$ cat src/rtl/battle_pkg.sv
// Shared lane-battle types and constants used by the combat resolver.
package battle_pkg;

  localparam int POS_W  = 9;
  localparam int DMG_W  = 8;
  localparam int TYPE_W = 2;

  localparam logic [TYPE_W-1:0] TYPE_DEAD       = 2'b00;
  localparam logic [POS_W-1:0]  POS_UNIT_SPAWN  = 9'd511;
  localparam logic [POS_W-1:0]  POS_ENEMY_SPAWN = 9'd0;
  localparam logic [DMG_W-1:0]  DMG_MAX         = 8'd255;

  typedef enum logic [2:0] {
    ST_WAIT,
    ST_FSCAN,
    ST_MOVE,
    ST_SSCAN,
    ST_HIT
  } state_t;

endpackage

$ cat src/rtl/game_tick_gen.sv
// Game tick divider: counts enabled clk cycles, pulses tick on the last one.
module game_tick_gen #(
  parameter int TICK_DIV = 2000000
) (
  input  logic clk,
  input  logic reset,
  input  logic enable,
  output logic tick
);

  localparam int CNT_W = (TICK_DIV > 1) ? $clog2(TICK_DIV) : 1;

  logic [CNT_W-1:0] cnt;

  assign tick = enable && (cnt == CNT_W'(TICK_DIV - 1));

  // Advance while enabled, wrap to zero on the tick cycle, hold when paused.
  always_ff @(posedge clk or posedge reset) begin
    if (reset) begin
      cnt <= '0;
    end else if (enable) begin
      if (tick) cnt <= '0;
      else      cnt <= cnt + CNT_W'(1);
    end
  end

endmodule

$ cat src/rtl/combat_resolver.sv
// Lane battlefront calculator: per game tick finds both fronts, strobes a move,
// sums live attackers' damage per side and delivers it to the opposing front.
module combat_resolver
  import battle_pkg::*;
#(
  parameter int NUM_UNITS   = 4,
  parameter int NUM_ENEMIES = 4,
  parameter int TICK_DIV    = 2000000
) (
  input  logic                           clk,
  input  logic                           reset,
  input  logic                           enable,
  input  logic [POS_W*NUM_UNITS-1:0]     unitPos,
  input  logic [TYPE_W*NUM_UNITS-1:0]    unitType,
  input  logic [DMG_W*NUM_UNITS-1:0]     unitDmgOut,
  input  logic [POS_W*NUM_ENEMIES-1:0]   enemyPos,
  input  logic [TYPE_W*NUM_ENEMIES-1:0]  enemyType,
  input  logic [DMG_W*NUM_ENEMIES-1:0]   enemyDmgOut,
  output logic                           moveSCEN,
  output logic                           damageSCEN,
  output logic [POS_W-1:0]               enemyFront,
  output logic [POS_W-1:0]               unitFront,
  output logic [DMG_W*NUM_UNITS-1:0]     unitDmgIn,
  output logic [DMG_W*NUM_ENEMIES-1:0]   enemyDmgIn
);

  localparam int MAXN  = (NUM_UNITS > NUM_ENEMIES) ? NUM_UNITS : NUM_ENEMIES;
  localparam int IDX_W = (MAXN > 1) ? $clog2(MAXN) : 1;

  function automatic logic [DMG_W-1:0] sat_add(input logic [DMG_W-1:0] a,
                                               input logic [DMG_W-1:0] b);
    logic [DMG_W:0] s;
    s = {1'b0, a} + {1'b0, b};
    return s[DMG_W] ? DMG_MAX : s[DMG_W-1:0];
  endfunction

  state_t           state;
  logic [IDX_W-1:0] idx;
  logic             last;
  logic             tick;

  // Both sides padded to MAXN slots; slots past a side's count read as dead.
  logic [POS_W-1:0] u_pos [MAXN];
  logic             u_live[MAXN];
  logic [DMG_W-1:0] u_dmg [MAXN];
  logic [POS_W-1:0] e_pos [MAXN];
  logic             e_live[MAXN];
  logic [DMG_W-1:0] e_dmg [MAXN];

  for (genvar gi = 0; gi < MAXN; gi++) begin : g_slot
    if (gi < NUM_UNITS) begin : g_u
      assign u_pos[gi]  = unitPos[POS_W*gi +: POS_W];
      assign u_live[gi] = unitType[TYPE_W*gi +: TYPE_W] != TYPE_DEAD;
      assign u_dmg[gi]  = unitDmgOut[DMG_W*gi +: DMG_W];
    end else begin : g_u_pad
      assign u_pos[gi]  = '0;
      assign u_live[gi] = 1'b0;
      assign u_dmg[gi]  = '0;
    end
    if (gi < NUM_ENEMIES) begin : g_e
      assign e_pos[gi]  = enemyPos[POS_W*gi +: POS_W];
      assign e_live[gi] = enemyType[TYPE_W*gi +: TYPE_W] != TYPE_DEAD;
      assign e_dmg[gi]  = enemyDmgOut[DMG_W*gi +: DMG_W];
    end else begin : g_e_pad
      assign e_pos[gi]  = '0;
      assign e_live[gi] = 1'b0;
      assign e_dmg[gi]  = '0;
    end
  end

  game_tick_gen #(.TICK_DIV(TICK_DIV)) u_tick (
    .clk    (clk),
    .reset  (reset),
    .enable (enable && (state == ST_WAIT)),
    .tick   (tick)
  );

  // Running scan results; the *_n values include the slot under idx this cycle.
  logic             u_fnd,  e_fnd,  u_fnd_n,  e_fnd_n;
  logic [POS_W-1:0] u_bpos, e_bpos, u_bpos_n, e_bpos_n;
  logic [IDX_W-1:0] u_bidx, e_bidx, u_bidx_n, e_bidx_n;
  logic [DMG_W-1:0] u_sum,  e_sum,  u_sum_n,  e_sum_n;

  logic             u_tgt_vld, e_tgt_vld;
  logic [IDX_W-1:0] u_tgt, e_tgt;

  assign last = (idx == IDX_W'(MAXN - 1));

  // Fold the current slot into the front search (strict compare keeps lowest index on ties) and damage sums.
  always_comb begin
    u_fnd_n  = u_fnd;
    u_bpos_n = u_bpos;
    u_bidx_n = u_bidx;
    e_fnd_n  = e_fnd;
    e_bpos_n = e_bpos;
    e_bidx_n = e_bidx;
    if (u_live[idx] && (!u_fnd || (u_pos[idx] < u_bpos))) begin
      u_fnd_n  = 1'b1;
      u_bpos_n = u_pos[idx];
      u_bidx_n = idx;
    end
    if (e_live[idx] && (!e_fnd || (e_pos[idx] > e_bpos))) begin
      e_fnd_n  = 1'b1;
      e_bpos_n = e_pos[idx];
      e_bidx_n = idx;
    end
    u_sum_n = u_live[idx] ? sat_add(u_sum, u_dmg[idx]) : u_sum;
    e_sum_n = e_live[idx] ? sat_add(e_sum, e_dmg[idx]) : e_sum;
  end

  // Scan accumulators: cleared ahead of each walk, so they need no reset.
  always_ff @(posedge clk) begin
    case (state)
      ST_WAIT: begin
        u_fnd <= 1'b0;
        e_fnd <= 1'b0;
      end
      ST_FSCAN: begin
        u_fnd  <= u_fnd_n;
        u_bpos <= u_bpos_n;
        u_bidx <= u_bidx_n;
        e_fnd  <= e_fnd_n;
        e_bpos <= e_bpos_n;
        e_bidx <= e_bidx_n;
      end
      ST_MOVE: begin
        u_sum <= '0;
        e_sum <= '0;
      end
      ST_SSCAN: begin
        u_sum <= u_sum_n;
        e_sum <= e_sum_n;
      end
      default: ;
    endcase
  end

  // Tick sequencer with registered strobes, fronts, targets and damage outputs.
  always_ff @(posedge clk or posedge reset) begin
    if (reset) begin
      state      <= ST_WAIT;
      idx        <= '0;
      moveSCEN   <= 1'b0;
      damageSCEN <= 1'b0;
      unitDmgIn  <= '0;
      enemyDmgIn <= '0;
      enemyFront <= POS_ENEMY_SPAWN;
      unitFront  <= POS_UNIT_SPAWN;
      u_tgt_vld  <= 1'b0;
      e_tgt_vld  <= 1'b0;
      u_tgt      <= '0;
      e_tgt      <= '0;
    end else begin
      case (state)
        ST_WAIT: begin
          idx <= '0;
          if (tick) state <= ST_FSCAN;
        end
        ST_FSCAN: begin
          if (last) begin
            unitFront  <= u_fnd_n ? u_bpos_n : POS_UNIT_SPAWN;
            enemyFront <= e_fnd_n ? e_bpos_n : POS_ENEMY_SPAWN;
            u_tgt_vld  <= u_fnd_n;
            u_tgt      <= u_bidx_n;
            e_tgt_vld  <= e_fnd_n;
            e_tgt      <= e_bidx_n;
            moveSCEN   <= 1'b1;
            idx        <= '0;
            state      <= ST_MOVE;
          end else begin
            idx <= idx + IDX_W'(1);
          end
        end
        ST_MOVE: begin
          moveSCEN <= 1'b0;
          state    <= ST_SSCAN;
        end
        ST_SSCAN: begin
          if (last) begin
            damageSCEN <= 1'b1;
            unitDmgIn  <= '0;
            enemyDmgIn <= '0;
            for (int i = 0; i < NUM_UNITS; i++)
              if (u_tgt_vld && (u_tgt == IDX_W'(i)) && u_live[i])
                unitDmgIn[DMG_W*i +: DMG_W] <= e_sum_n;
            for (int i = 0; i < NUM_ENEMIES; i++)
              if (e_tgt_vld && (e_tgt == IDX_W'(i)) && e_live[i])
                enemyDmgIn[DMG_W*i +: DMG_W] <= u_sum_n;
            idx   <= '0;
            state <= ST_HIT;
          end else begin
            idx <= idx + IDX_W'(1);
          end
        end
        ST_HIT: begin
          damageSCEN <= 1'b0;
          unitDmgIn  <= '0;
          enemyDmgIn <= '0;
          state      <= ST_WAIT;
        end
        default: state <= ST_WAIT;
      endcase
    end
  end

endmodule

$ cat config.mk
export PLATFORM = sky130hd
export DESIGN_NAME = combat_resolver
export DESIGN_NICKNAME = d
export VERILOG_FILES = /design/src/rtl/battle_pkg.sv /design/src/rtl/game_tick_gen.sv /design/src/rtl/combat_resolver.sv
export SDC_FILE = /design/constraint.sdc
export NUM_CORES = 1
export LEC_CHECK = 0
export BUFFER_PORTS_ARGS = -buffer_cell sky130_fd_sc_hd__buf_2
export CORE_AREA = 2 2 128 155
export DETAILED_ROUTE_END_ITERATION = 7
export DIE_AREA = 0 0 130 157
export GPL_ROUTABILITY_DRIVEN = 1
export MAX_ROUTING_LAYER = met4
export PLACE_DENSITY_LB_ADDON = 0.05
export SKIP_LAST_GASP = 1
export SYNTH_ARGS = -nofsm -noshare
export SYNTH_HDL_FRONTEND = slang
export SYNTH_SLANG_ARGS = --single-unit
$ cat constraint.sdc
create_clock -name clk -period 5.2 [get_ports clk]
set_input_delay 0.26 -clock clk [delete_from_list [all_inputs] [get_ports clk]]
set_output_delay 0.26 -clock clk [all_outputs]
set_load 0.005 [all_outputs]
Word-level counts from Yosys, hierarchy flattened
Cells that the tools add are included.
{"block": "op_classes", "n_reduce_logical": 45, "bitwise_logic": 1, "n_lt_le_gt_ge": 3, "n_eq_ne": 15, "muxes": 56, "n_addsub": 4}
{"op": "$mux W8", "n": 16}
{"op": "$pmux W32 S2", "n": 2}
{"op": "$mux W9", "n": 8}
{"op": "$mux W32", "n": 2}
{"op": "$bmux W9 S2", "n": 2}
{"op": "$bmux W8 S2", "n": 2}
{"op": "$pmux W8 S2", "n": 2}
{"op": "$reduce_bool A2 Y1", "n": 13}
{"op": "$add A21 B1 Y21 const B", "n": 1}
{"op": "$eq A21 B21 Y1 const B", "n": 1}
{"op": "$mux W21", "n": 1}
{"op": "$logic_and A1 B1 Y1", "n": 20}
{"op": "$add A8 B8 Y9", "n": 2}
{"op": "$pmux W3 S4", "n": 1}
{"op": "$eq A2 B2 Y1 const B", "n": 5}
{"op": "$gt A9 B9 Y1", "n": 1}
{"op": "$lt A9 B9 Y1", "n": 1}
{"op": "$mux W3", "n": 3}
{"op": "$pmux W1 S2", "n": 4}
{"op": "$mux W1", "n": 7}
{"op": "$eq A3 B2 Y1 const B", "n": 2}
{"op": "$mux W2", "n": 3}
{"op": "$ne A2 B2 Y1 const B", "n": 3}
{"op": "$reduce_and A2 Y1", "n": 3}
{"op": "other kinds (14)", "n": 19}
{"block": "totals", "input_bits": 155, "elab_cells": 145, "reg_bits": 156}

Depth between registers and ports, before layout
Gate-level depths: netlist of run 1.
{"block": "depth", "depth_word": 10, "mapped_depth": 12, "mapped_depth_nobuf": 9}

Modules after synthesis
Synthesis of run 1 repeated with hierarchy kept, for this count alone.
{"block": "unflattened", "cells_unflattened": 876, "hier_area_um2": 9228.9}
{"mod": "combat_resolver", "area_per_inst_um2": 8091.5, "cells_per_inst": 763, "seq_area_each_um2": 3589.7, "instances": 1}
{"mod": "game_tick_gen", "area_per_inst_um2": 1137.3, "cells_per_inst": 113, "seq_area_each_um2": 525.5, "instances": 1}

Worst setup path after synthesis of run 1
OpenSTA, ideal clock, no wires.
{"block": "synth_path", "path_kind": "flip-flop to flip-flop", "from": "reg idx[0]", "to": "reg e_sum[6], data pin", "slack_ps": 1053, "path_stages_with_launch": 12, "required_time_ps": 4945, "t_arrival_ps": 3891, "setup_ps": 255, "n_path_buf": 3, "cell_sequence": "dfrtp_1 buf_4 buf_1 buf_1 mux4_2 ha_1 fa_1 a211oi_1 o21ai_0 a31o_2 or3_1 and3_1"}
{"block": "synth_between", "elab_chain_len": 8}
{"item": "start: declaration", "line_no": "combat_resolver.sv:38", "source": "logic [IDX_W-1:0] idx;"}
{"item": "start signal: assignment", "line_no": "combat_resolver.sv:171", "source": "idx <= idx + IDX_W'(1);"}
{"item": "start signal: assignment", "line_no": "combat_resolver.sv:192", "source": "idx <= idx + IDX_W'(1);"}
{"item": "$not A2 Y3 (not written as such) *", "line_no": "combat_resolver.sv:108", "source": "e_sum_n = e_live[idx] ? sat_add(e_sum, e_dmg[idx]) : e_sum;"}
{"item": "$bmux W8 S2", "line_no": "combat_resolver.sv:108"}
{"item": "$mux W8 (not written as such) (2 in series)", "line_no": "combat_resolver.sv:108"}
{"item": "$add A8 B8 Y9", "line_no": "combat_resolver.sv:33", "source": "s = {1'b0, a} + {1'b0, b};"}
{"item": "$mux W8", "line_no": "combat_resolver.sv:34", "source": "return s[DMG_W] ? DMG_MAX : s[DMG_W-1:0];"}
{"item": "$mux W8 *", "line_no": "combat_resolver.sv:108"}
{"item": "$pmux W8 S2 *", "line_no": "combat_resolver.sv:113", "source": "case (state)"}
{"item": "end signal: assignment", "line_no": "combat_resolver.sv:132", "source": "e_sum <= e_sum_n;"}
{"item": "end: declaration", "line_no": "combat_resolver.sv:82", "source": "logic [DMG_W-1:0] u_sum, e_sum, u_sum_n, e_sum_n;"}
Mark *: on every way between the ends. The rest lies on a longest branch, timed or not. The select of a mux whose other input is x is not followed.
A chain may end at the register's enable or synchronous reset.

Worst setup path after layout of run 1
{"block": "layout_path", "from": "reg idx[0]", "to": "reg enemyDmgIn[23]"}
{"block": "layout_between", "elab_chain_len": 10}
{"item": "$not A2 Y3 (not written as such)", "line_no": "combat_resolver.sv:107", "source": "u_sum_n = u_live[idx] ? sat_add(u_sum, u_dmg[idx]) : u_sum;"}
{"item": "$bmux W8 S2", "line_no": "combat_resolver.sv:107"}
{"item": "$mux W8 (not written as such) (2 in series)", "line_no": "combat_resolver.sv:107"}
{"item": "$add A8 B8 Y9", "line_no": "combat_resolver.sv:33"}
{"item": "$mux W8", "line_no": "combat_resolver.sv:34"}
{"item": "$mux W8", "line_no": "combat_resolver.sv:107"}
{"item": "$mux W8", "line_no": "combat_resolver.sv:187", "source": "if (e_tgt_vld && (e_tgt == IDX_W'(i)) && e_live[i])"}
{"item": "$mux W32", "line_no": "combat_resolver.sv:179", "source": "if (last) begin"}
{"item": "$pmux W32 S2", "line_no": "combat_resolver.sv:154", "source": "case (state)"}
{"item": "end signal: indexed assignment", "line_no": "combat_resolver.sv:188", "source": "enemyDmgIn[DMG_W*i +: DMG_W] <= u_sum_n;"}
{"item": "end: declaration", "line_no": "combat_resolver.sv:24", "source": "output logic [DMG_W*NUM_ENEMIES-1:0] enemyDmgIn"}
Several ways; a longest one is shown, not always the timed one. The select of a mux whose other input is x is not followed.

==> reports/metrics.yaml, run 1 <==
status: "finished, final reports clean"
grt_pass1_vias: 6923
cts.clk_slew.worst_paths_ps: 60
critPathRequiredTime_ps: 5470
coreArea_um2: 18790
n_antenna_cell: 0
cts_setup_buffers: 0
synth-edff-count: 40
tns_ps: 0
firstDrtPassIters: 5
synthTopCellsByArea: "dfrtp_1 (32%), edfxtp_1 (14%), mux4_2 (9.7%)"
cts_buffer_depth: 2
crit_path_max_fanout: 25
rsz0062_at_grt: "no"
finalCoreUtilization_pct: 55.44
cts_tree: "yes"
drt-initial-drc-count: 330
grtUsageTotal_pct: 23.96
area_delta_synth_final_pct: 25.06
setup-violations-final: 0
dpl.hpwl_um: 17390
slew_headroom_pct: 26.64
wl_per_cell_um: 19.20
finalWirelength_um: 23500
cts-root-buf: "clkbuf_16"
dieArea_um2: 20410
p_int_mw: 2.150
cts.sinks: 156
yosys_register_bits: 156
p_sw_share_pct: 24.10
syn_area_um2: 8329
total_power_mw: 2.832
critPathLaunch: "idx[0]$_DFFE_PP0P_"
max_freq_mhz: 253.3
hold_path.class: "input port to register"
grt-busiest-layer: "met2"
regToRegSetupSlack_ps: 1250
multi_input_area_um2: 3991
io_buffers: 238
start_kind: "register"
synth_nets: 907
pwr-share-seq_pct: 46.7
num_rows: 55
cts_buffers: 17
drv_slew: 0
synth_cells: 715
nets: 1147
gp_congestion: 0.8865
syn_avg_cell_area_um2: 11.65
postCtsHoldBufs: 1
cts-resized-gates: 0
drcViolationCount: 0
worst_slack_ps: 1252
synth-seq-area-share_pct: 49.41
h-tree-depth: 4
cp.arrival_ps: 4220
place_ws_ps: 1196
place_inst: 1191
grt_max_degree: 62
grtUsageMet1_pct: 29.41
p_sw_mw: 0.6826
worst_pin_slew_ps: 1100
grt-ovfl-total: 0
power_density_nw_per_um2: 271.9
ir_drop_mv: 0.2001
clk_latency_ps: 420
drive_gt1_share_pct: 36.78
fin_crit_sh_pct: 75.92
end_kind: "register"
n_fill_cell: 1679
async_reset_ff_share_pct: 74.36
pwr-share-clk_pct: 43.6
finalNonFillerCells: 1224
viasPerCell: 5.559
hold_violations: 0
antenna_found_initial: 0
grt_pass1_wl_um: 36320
register_area_um2: 4118
grt_util_met3_pct: 5.201
ys_types: 60
hp-start: "enable"
worstReg2RegStart: "idx[0]$_DFFE_PP0P_"
synth_ff_type: "dfrtp_1"
leakage_nw: 4.805
period_minus_slack_ps: 3948
critical_path_class: "register to register"
met2_usage_pct: 40.71
die_w_um: 130
pin_count: 239
die_h_um: 157
yosys_warnings: 0
yosysTopAreaCell: "dfrtp_1"
yosysTopAreaCellShare_pct: 32.15
dr_total_vias: 6804
p_comb_share_pct: 9.7
ant_nets: 0
fin_skew_ps: 10.52
initial_core_util_pct: 44.34
maxCapViolCount: 0
-- cell usage after synthesis (2+ instances only) --
library cell,count
o22ai_1,13
and3_1,10
nor3b_1,4
o22a_1,14
a21oi_1,22
ha_1,35
o21ai_0,47
or3_1,6
nand2_1,70
nand4_1,8
and4_1,6
a31o_2,2
a32o_1,4
clkbuf_1,17
nand2b_1,5
buf_1,6
nor2b_1,4
nor2_1,46
mux4_2,36
o21bai_1,3
o21a_1,2
edfxtp_1,40
a22o_1,43
nor4_1,3
nor4b_1,2
mux2i_1,2
dfstp_2,9
xnor2_1,20
and2_1,10
a211oi_1,6
o32ai_1,2
nor3_1,11
fa_1,2
mux2_2,15
or3b_2,2
a21o_1,7
xor2_1,8
buf_2,4
or2_2,4
inv_1,28
dfrtp_1,107
nand3_1,11
o211ai_1,2
-- area by class of cell --
| class | instances | share of cell area, % |
|---|---|---|
| Clock buffer | 21 | 4.625 |
| Multi-Input combinational cell | 501 | 38.32 |
| Clock inverter | 11 | 1.057 |
| Timing Repair Buffer | 250 | 12.32 |
| Inverter | 29 | 1.069 |
| Sequential cell | 156 | 39.53 |
| Tap cell | 256 | 3.075 |
-- layout by cell type, fill, tap and decap left out, drive strengths merged, types with 7 or more instances in the layout --
| master | netlist | layout |
|---|---|---|
| a21o | 7 | 7 |
| o22ai | 13 | 13 |
| mux4 | 36 | 36 |
| nor3 | 11 | 11 |
| o21ai | 48 | 48 |
| mux2 | 16 | 16 |
| dfrtp | 107 | 107 |
| nor2 | 46 | 46 |
| nand2 | 70 | 70 |
| a22o | 43 | 43 |
| inv | 29 | 30 |
| a21oi | 22 | 22 |
| clkinv | 0 | 9 |
| dfstp | 9 | 9 |
| buf | 12 | 249 |
| and3 | 10 | 10 |
| xor2 | 8 | 8 |
| nand4 | 8 | 8 |
| o22a | 14 | 14 |
| and2 | 10 | 10 |
| nand3 | 11 | 11 |
| edfxtp | 40 | 40 |
| xnor2 | 20 | 20 |
| clkbuf | 17 | 21 |
| ha | 35 | 35 |
-- path summary, 6_finish.rpt --
kind,depth (start not counted),to
worst min register to register,2,enemyDmgIn[5]$_DFFE_PP0P_
worst min-delay path,4,u_tick.cnt[0]$_DFFE_PP0P_
max in group asynchronous,4,e_tgt[0]$_DFFE_PP0P_
worst max-delay path,9,enemyDmgIn[23]$_DFFE_PP0P_
worst max register to register,9,enemyDmgIn[23]$_DFFE_PP0P_
min in group asynchronous,3,unitDmgIn[7]$_DFFE_PP0P_
-- flip-flops by register name, indices dropped and copies added (netlist names), 8 cells and up --
register    cells
e_bpos          9
unitDmgIn      32
unitFront       9
u_sum           8
enemyFront      9
u_tick.cnt     21
enemyDmgIn     32
e_sum           8
u_bpos          9
-- stage by stage --
step	instance area, um2	hold WS [ps]
2_1_floorplan	8329	446.1
3_3_place_gp	9814	424.6
3_5_place_dp	9814	434.6
4_1_cts	10420	313.8
5_1_grt	10420	366.0
6_report	10420	333.1
-- power groups by stage --
stage	registers, mW	logic (mW)	clock network, mW
global route	1.33	0.306	1.32
detailed placement	1.35	0.275	0
global placement	1.34	0.266	0
floorplan	1.34	0.156	0
finish	1.32	0.274	1.23
CTS	1.32	0.277	1.26
-- metal layers --
metal,part of all wire (%),vias to the layer above
met5,0,-
li1,-,3183
met3,5.5,17
met2,51,225
met4,1.3,0
met1,42,3379
-- worst max-delay path, stage by stage, from the launching register on --
cell	delay (ps)
dfrtp_2	880
buf_4	400
mux4_2	540
ha_1	360
a211oi_1	230
o21bai_1	100
a21oi_1	210
o21bai_1	210
o32ai_1	660
o21ai_0	200
-- cells by family after synthesis --
family,Yosys count,share of synthesized area [%]
AOI/OAI and AO/OA,176,14.72
xor gates and xnor gates,28,2.944
adders and majority gates,37,5.738
buffers and inverters,58,2.809
DFF,156,49.41
muxes,54,12.18
and+or+nand+nor,206,12.20
Note: power is estimated with default switching activity, not from simulation.
==> run 2, diff against run 1 <==
ABC_AREA = 1   (was unset)
CORE_AREA = 2 2 134 162   (was 2 2 128 155)
DIE_AREA = 0 0 136 164   (was 0 0 130 157)
clock period = 3.89 ns   (was 5.2 ns; I/O delays follow)
==> reports/metrics.yaml, run 2 <==
grt_max_degree: 69  # +11%
syn_avg_cell_area_um2: 7.805  # -33%
dieArea_um2: 22300  # +9.3%
synth_cells: 1181  # +65%
viasPerCell: 5.182  # -6.8%
io_buffers: 238  # unchanged
crit_slowest_cell: "dfrtp_2"
yosys_register_bits: 156  # unchanged
grt_pass1_wl_um: 41560  # +14%
fin_skew_ps: 13.03  # +2.516 ps
cts_setup_buffers: 0  # unchanged
ys_types: 48  # -20%
drcViolationCount: 0  # unchanged
clk_latency_ps: 430  # about the same
cts-root-buf: "clkbuf_16"
die_w_um: 136  # +4.6%
num_rows: 58  # +5.5%
antenna_found_initial: 0  # unchanged
cts_tree: "yes"
hold_path.class: "input port to register"
crit_chain: "inv_2 -> buf_4 -> o21ai_0 -> o22ai_1 -> ha_1 -> fa_1 -> nand3_1 -> nand3_1 -> nand3_1 -> o21ai_1 -> nor2_4 -> nand3_1 -> nand2_1 -> nor2_1"
power_density_nw_per_um2: 382.1  # +41%
cts_buffers: 17  # unchanged
area_delta_synth_final_pct: 22.52
cts.sinks: 156  # unchanged
yosys_warnings: 0  # unchanged
gp_congestion: 0.9237  # +4.2%
slew_headroom_pct: 41.97  # +15 points
yosysTopAreaCell: "dfrtp_1"
slowest_delay_ps: 540  # -340 ps
finalWirelength_um: 26710  # +14%
coreArea_um2: 20750  # +10%
top_regs: "enemyDmgIn x32, unitDmgIn x32, u_tick.cnt x21"
grtUsageTotal_pct: 24.58  # +0.62 points
drive_gt1_share_pct: 24.21  # -13 points
cpMostUsedCell: "nand3_1"
grt-ovfl-total: 0  # unchanged
tns_ps: 0  # unchanged
syn_area_um2: 9218  # +11%
ir_drop_mv: 0.2800  # +40%
synth-seq-area-share_pct: 44.65  # -4.8 points
synth_most_common_cell: "nand2_1"
start_kind: "register"
dr_total_vias: 8784  # +29%
dpl.hpwl_um: 19700  # +13%
die_h_um: 164  # +4.5%
drt-initial-drc-count: 664  # +100%
async_reset_ff_share_pct: 74.36  # unchanged
cp.arrival_ps: 3480  # -740 ps
critical_path_class: "register to register"
top_layer: "met4"
synth-edff-count: 40  # unchanged
cts.clk_slew.worst_paths_ps: 70  # about the same
period_minus_slack_ps: 3308  # -640.6 ps
wl_per_cell_um: 15.76  # -18%
fin_crit_sh_pct: 85.03  # +9.1 points
max_freq_mhz: 302.3  # +19%
firstDrtPassIters: 5  # unchanged
cts_buffer_depth: 2  # unchanged
synth_ff_type: "dfrtp_1"
met3WireLength_um: 1662  # +28%
finalCoreUtilization_pct: 54.41  # -1.0 points
grt_pass1_vias: 8112  # +17%
wl_met1_um: 12020  # +21%
final_common_cell: "nand2_1"
critPathRequiredTime_ps: 4070  # -1400 ps
synthTopCellsByArea: "dfrtp_1 (29%), nand2_1 (13%), edfxtp_1 (13%)"
met2_length_um: 12510  # +5.0%
synth_nets: 1373  # +51%
n_antenna_cell: 0  # unchanged
initial_core_util_pct: 44.41  # +0.076 points
drv_slew: 0  # unchanged
hold_violations: 0  # unchanged
nets: 1604  # +40%
end_kind: "register"
maxCapViolCount: 0  # unchanged
yosysTopAreaCellShare_pct: 29.05  # -3.1 points
layout_common_cells: "nand2_1 (324), buf_2 (238), nand3_1 (118), nor2_1 (117), dfrtp_1 (106)"
leakage_nw: 5.983  # +25%
setup-violations-final: 0  # unchanged
pin_count: 239  # unchanged
ant_nets: 0  # unchanged
h-tree-depth: 4  # unchanged
synth_commonest_cells: "nand2_1 (324), nand3_1 (118), nor2_1 (117), dfrtp_1 (107), inv_1 (100)"
critical-path-top-delay-family: "simple AND/OR/NAND/NOR gates"
status: "finished, final reports clean"
crit_path_max_fanout: 34  # +36%
worst_pin_slew_ps: 870.5  # -230.0 ps
rsz0062_at_grt: "no"
total_power_mw: 4.316  # +52%
crit_buf_inv: 2  # +1
-- run 2: cell types whose count changed in the layout (fill, tap and decap cells not counted), sizes merged, moves of 10 or more --
cell   change
nand4     +10
inv       +87
o22ai     +11
xnor2     -14
nand2    +258
o22a      -14
nor2      +79
nand3    +107
or2       +19
and3      -10
mux4      -36
o21ai     +49
mux2      -16
a22o      -42
-- run 2: power by group --
part	internal, mW	switching (mW)	leakage, nW	total [mW]
Combinational	0.284	0.360	3.78	0.645
Sequential	1.83	0.105	1.90	1.94
Clock	0.966	0.766	0.302	1.73
Total	3.08	1.23	5.98	4.32
-- run 2: path summary, 6_finish.rpt --
path / cells past startpoint / slack [ps] / endpoint / from
worst min register to register: 2 / 470 / enemyDmgIn[0]$_DFFE_PP0P_ / enemyDmgIn[0]$_DFFE_PP0P_
worst max register to register: 14 / 580 / u_sum[5]$_SDFFCE_PN0N_ / idx[0]$_DFFE_PP0P_
min in group asynchronous: 3 / 490 / unitDmgIn[20]$_DFFE_PP0P_ / reset
worst max-delay path: 14 / 580 / u_sum[5]$_SDFFCE_PN0N_ / idx[0]$_DFFE_PP0P_
worst min-delay path: 4 / 320 / u_tick.cnt[1]$_DFFE_PP0P_ / enable
max in group asynchronous: 4 / 2560 / unitFront[6]$_DFFE_PP1P_ / reset
-- run 2: tightest hold or removal path, cell delays in order --
cell	delay (ps)
buf_2	90
inv_1	170
nor2_8	110
o21ai_0	140
-- run 2: repair_timing --
action,in CTS,in global routing
gates resized for setup,0,0
hold buffers,1,0
hold endpoints to repair,60,0
-- run 2: area by class of cell --
cell class              instances  area [um2]
multi-input cells             874        4479
inverters                     109       414.1
repair buffers                254        1339
fillers                      2079        9462
flip-flops and latches        156        4116
clock inverters                13       142.6
well taps                     270       337.8
clock buffers                  19       464.2
-- run 2: per-stage QoR --
stage / hold slack [ps] / setup slack [ps] / instances / cell area [um2]
floorplan: 465.4 / 638.0 / 1181 / 9218
global placement: 429.7 / 660.8 / 1662 / 10680
detailed placement: 435.7 / 627.0 / 1662 / 10680
CTS: 300.4 / 610.8 / 1695 / 11290
global route: 313.9 / 257.3 / 1695 / 11290
finish: 315.5 / 582.5 / 1695 / 11290
-- run 2: per-layer routing --
layer	global-route usage (%)	vias up
met3	4.290	37
li1	-	4397
met5	-	-
met4	7.528	0
met1	32.47	4052
met2	38.76	298
-- run 2: cell families (layout without fill, tap and decap cells) --
| kind of cell | after synthesis | count (layout) | share of synthesized area, % |
|---|---|---|---|
| compound gates | 169 | 169 | 10.44 |
| xor+xnor | 17 | 17 | 1.615 |
| fa+ha+maj | 37 | 37 | 5.185 |
| buf+inv | 151 | 395 | 6.760 |
| simple gates | 651 | 651 | 31.36 |
| flops | 156 | 156 | 44.65 |
==> run 3, diff against run 2 <==
CORE_AREA = 2 2 136 164   (was 2 2 134 162)
DIE_AREA = 0 0 138 166   (was 0 0 136 164)
SKIP_CTS_REPAIR_TIMING = 1   (was unset)
SYNTH_HIERARCHICAL = 1   (was unset)
==> reports/metrics.yaml, run 3 <==
status: "finished, final reports clean"
async_reset_ff_share_pct: 74.36  # unchanged
grt_max_degree: 50  # -28%
synth_most_common_cell: "nand2_1"
end_kind: "register"
drive_gt1_share_pct: 23.98  # -0.23 points
nets: 1647  # +2.7%
io_buffers: 238  # unchanged
tns_ps: 0  # unchanged
yosysTopAreaCellShare_pct: 28.32  # -0.73 points
cp.depth: 13  # -1
slew_headroom_pct: 40.56  # -1.4 points
synth_nets: 1420  # +3.4%
grt-ovfl-total: 0  # unchanged
synth_cells: 1228  # +4.0%
cp-endpoint: "u_sum[5]$_SDFFCE_PN0P_"
worst_pin_slew_ps: 889.5  # +19.03 ps
period_minus_slack_ps: 3179  # -128.3 ps
synth_commonest_cells: "nand2_1 (370), nand3_1 (158), nor2_1 (123), dfrtp_1 (107), inv_1 (98)"
setup-violations-final: 0  # unchanged
drcViolationCount: 0  # unchanged
viasPerCell: 5.129  # -1.0%
crit_path_max_fanout: 22  # -35%
n_antenna_cell: 0  # unchanged
grt_pass1_vias: 9115  # +12%
place_ws_ps: 719.6  # +92.65 ps
slowest_delay_ps: 570  # +30 ps
worstReg2RegStart: "idx[0]$_DFFE_PP0P_"
initial_core_util_pct: 44.16  # -0.25 points
yosys_warnings: 6  # +6
pin_count: 239  # unchanged
finalWirelength_um: 27420  # +2.7%
cpMostUsedCell: "nand3_1"
critPathRequiredTime_ps: 4070  # about the same
cts.sinks: 156  # unchanged
rsz0062_at_grt: "no"
clk_latency_ps: 430  # about the same
timing.rr.end: "u_sum[5]$_SDFFCE_PN0P_"
yosys_register_bits: 156  # unchanged
grtUsageTotal_pct: 25.13  # +0.55 points
syn_avg_cell_area_um2: 7.699  # -1.4%
drt-initial-drc-count: 319  # -52%
drv_slew: 0  # unchanged
start_kind: "register"
ant_nets: 0  # unchanged
fin_area_um2: 11500  # +1.8%
wl_per_cell_um: 15.74  # -0.12%
critical_path_class: "register to register"
worst_slack_ps: 710.8  # +128.3 ps
dieArea_um2: 22910  # +2.7%
regToRegSetupSlack_ps: 710  # +130 ps
syn_area_um2: 9454  # +2.6%
h-tree-depth: 4  # unchanged
maxCapViolCount: 0  # unchanged
synth-edff-count: 40  # unchanged
ys_types: 44  # -8.3%
synthTopCellsByArea: "dfrtp_1 (28%), nand2_1 (15%), edfxtp_1 (13%)"
hold_violations: 0  # unchanged
cts_tree: "yes"
critPathLaunch: "idx[0]$_DFFE_PP0P_"
yosysTopAreaCell: "dfrtp_1"
area_delta_synth_final_pct: 21.61
dr_total_vias: 8934  # +1.7%
leakage_nw: 6.281  # +5.0%
num_rows: 59  # +1.7%
fin_crit_sh_pct: 81.73  # -3.3 points
ir_drop_mv: 0.2763  # -1.3%
antenna_found_initial: 0  # unchanged
crit_buf_inv: 2  # unchanged
firstDrtPassIters: 5  # unchanged
cts.clk_slew.worst_paths_ps: 70  # about the same
power_density_nw_per_um2: 374.9  # -1.9%
critical-path-top-delay-family: "simple AND/OR/NAND/NOR gates"
dpl.hpwl_um: 20190  # +2.5%
crit_slowest_cell: "dfrtp_2"
final_common_cell: "nand2_1"
crit_chain: "inv_2 -> buf_4 -> o21ai_0 -> o22ai_1 -> fa_1 -> nand3_1 -> nand3_1 -> nand3_1 -> o21ai_1 -> nor2_2 -> nand3_1 -> nand2_1 -> nor2_1"
grt_pass1_wl_um: 45330  # +9.1%
placed_cell_area_um2: 10870  # +1.8%
die_w_um: 138  # +1.5%
cp.arrival_ps: 3360  # -120 ps
cts-root-buf: "clkbuf_16"
cts_buffers: 17  # unchanged
coreArea_um2: 21410  # +3.1%
max_freq_mhz: 314.5  # +4.0%
hold_path.class: "input port to register"
rr_worst_depth: 13  # -1
layout_common_cells: "nand2_1 (370), buf_2 (238), nand3_1 (158), nor2_1 (123), dfrtp_1 (106)"
gp_congestion: 0.9053  # -2.0%
synth_ff_type: "dfrtp_1"
die_h_um: 166  # +1.2%
synth-seq-area-share_pct: 43.53  # -1.1 points
cts_buffer_depth: 2  # unchanged
top_regs: "enemyDmgIn x32, unitDmgIn x32, u_tick/cnt x21"
fin_skew_ps: 9.566  # -3.468 ps
[run 3: cell type report]
type                            instances  area [um2]
Clock inverter                          7       72.57
Sequential cell                       156        4116
Multi-Input combinational cell        916        4657
Fill cell                            2117        9911
Tap cell                              274       342.8
Timing Repair Buffer                  250        1321
Clock buffer                           25       549.3
Inverter                              114       437.9
[run 3: layer usage]
| layer | part of all wire, % | global-route usage [%] |
|---|---|---|
| met5 | 0 | - |
| met4 | 2.3 | 7.542 |
| met3 | 4.4 | 4.498 |
| met2 | 50 | 43.09 |
| met1 | 43 | 30.31 |
[run 3: worst min-delay path, cell delays in order]
cell	delay, ps
buf_2	90
inv_1	40
nor2_1	150
nand3_1	130
nand2_1	50
[run 3: logic make-up (layout without fill, tap and decap cells)]
kind of cell / count (synthesis) / count (layout) / synth area share [%]
flip-flops: 156 / 156 / 43.53
adder cells (fa/ha/maj): 37 / 37 / 5.056
AND/OR/NAND/NOR: 736 / 736 / 35.08
buffers and inverters: 156 / 396 / 7.213
XOR/XNOR: 14 / 14 / 1.297
AO/OA/AOI/OAI: 129 / 129 / 7.822
[run 3: how the worst min path moves through the flow]
stage / end / slack, ps / from / cells past startpoint
4_1_cts: enemyDmgIn[22]$_DFFE_PP0P_ / -140 / reset / 2
3_3_place_gp: enemyDmgIn[22]$_DFFE_PP0P_ / 310 / reset / 2
6_report: u_tick/cnt[0]$_DFFE_PP0P_ / 250 / enable / 5
2_1_floorplan: u_tick/cnt[0]$_DFFE_PP0P_ / 170 / reset / 1
5_1_grt: u_tick/cnt[16]$_DFFE_PP0P_ / 300 / enable / 5
3_5_place_dp: enemyDmgIn[22]$_DFFE_PP0P_ / 320 / reset / 2
[run 3: through the flow]
| stage | util (%) | hold WS [ps] | cells | total power, mW |
|---|---|---|---|---|
| after global placement | 50.75 | 313.4 | 1709 | 2.599 |
| after detailed placement | 50.75 | 319.5 | 1709 | 2.608 |
| final | 53.71 | 255.0 | 1742 | 4.310 |
| after CTS | 53.66 | -142.1 | 1741 | 4.360 |
| after global routing | 53.71 | 303.6 | 1742 | 4.525 |
| after floorplan | - | 171.0 | 1228 | 2.338 |
[run 3: report_power, final]
| part | switching [mW] | internal, mW |
|---|---|---|
| clock network | 0.690 | 1.05 |
| logic | 0.361 | 0.281 |
| registers | 0.0969 | 1.83 |
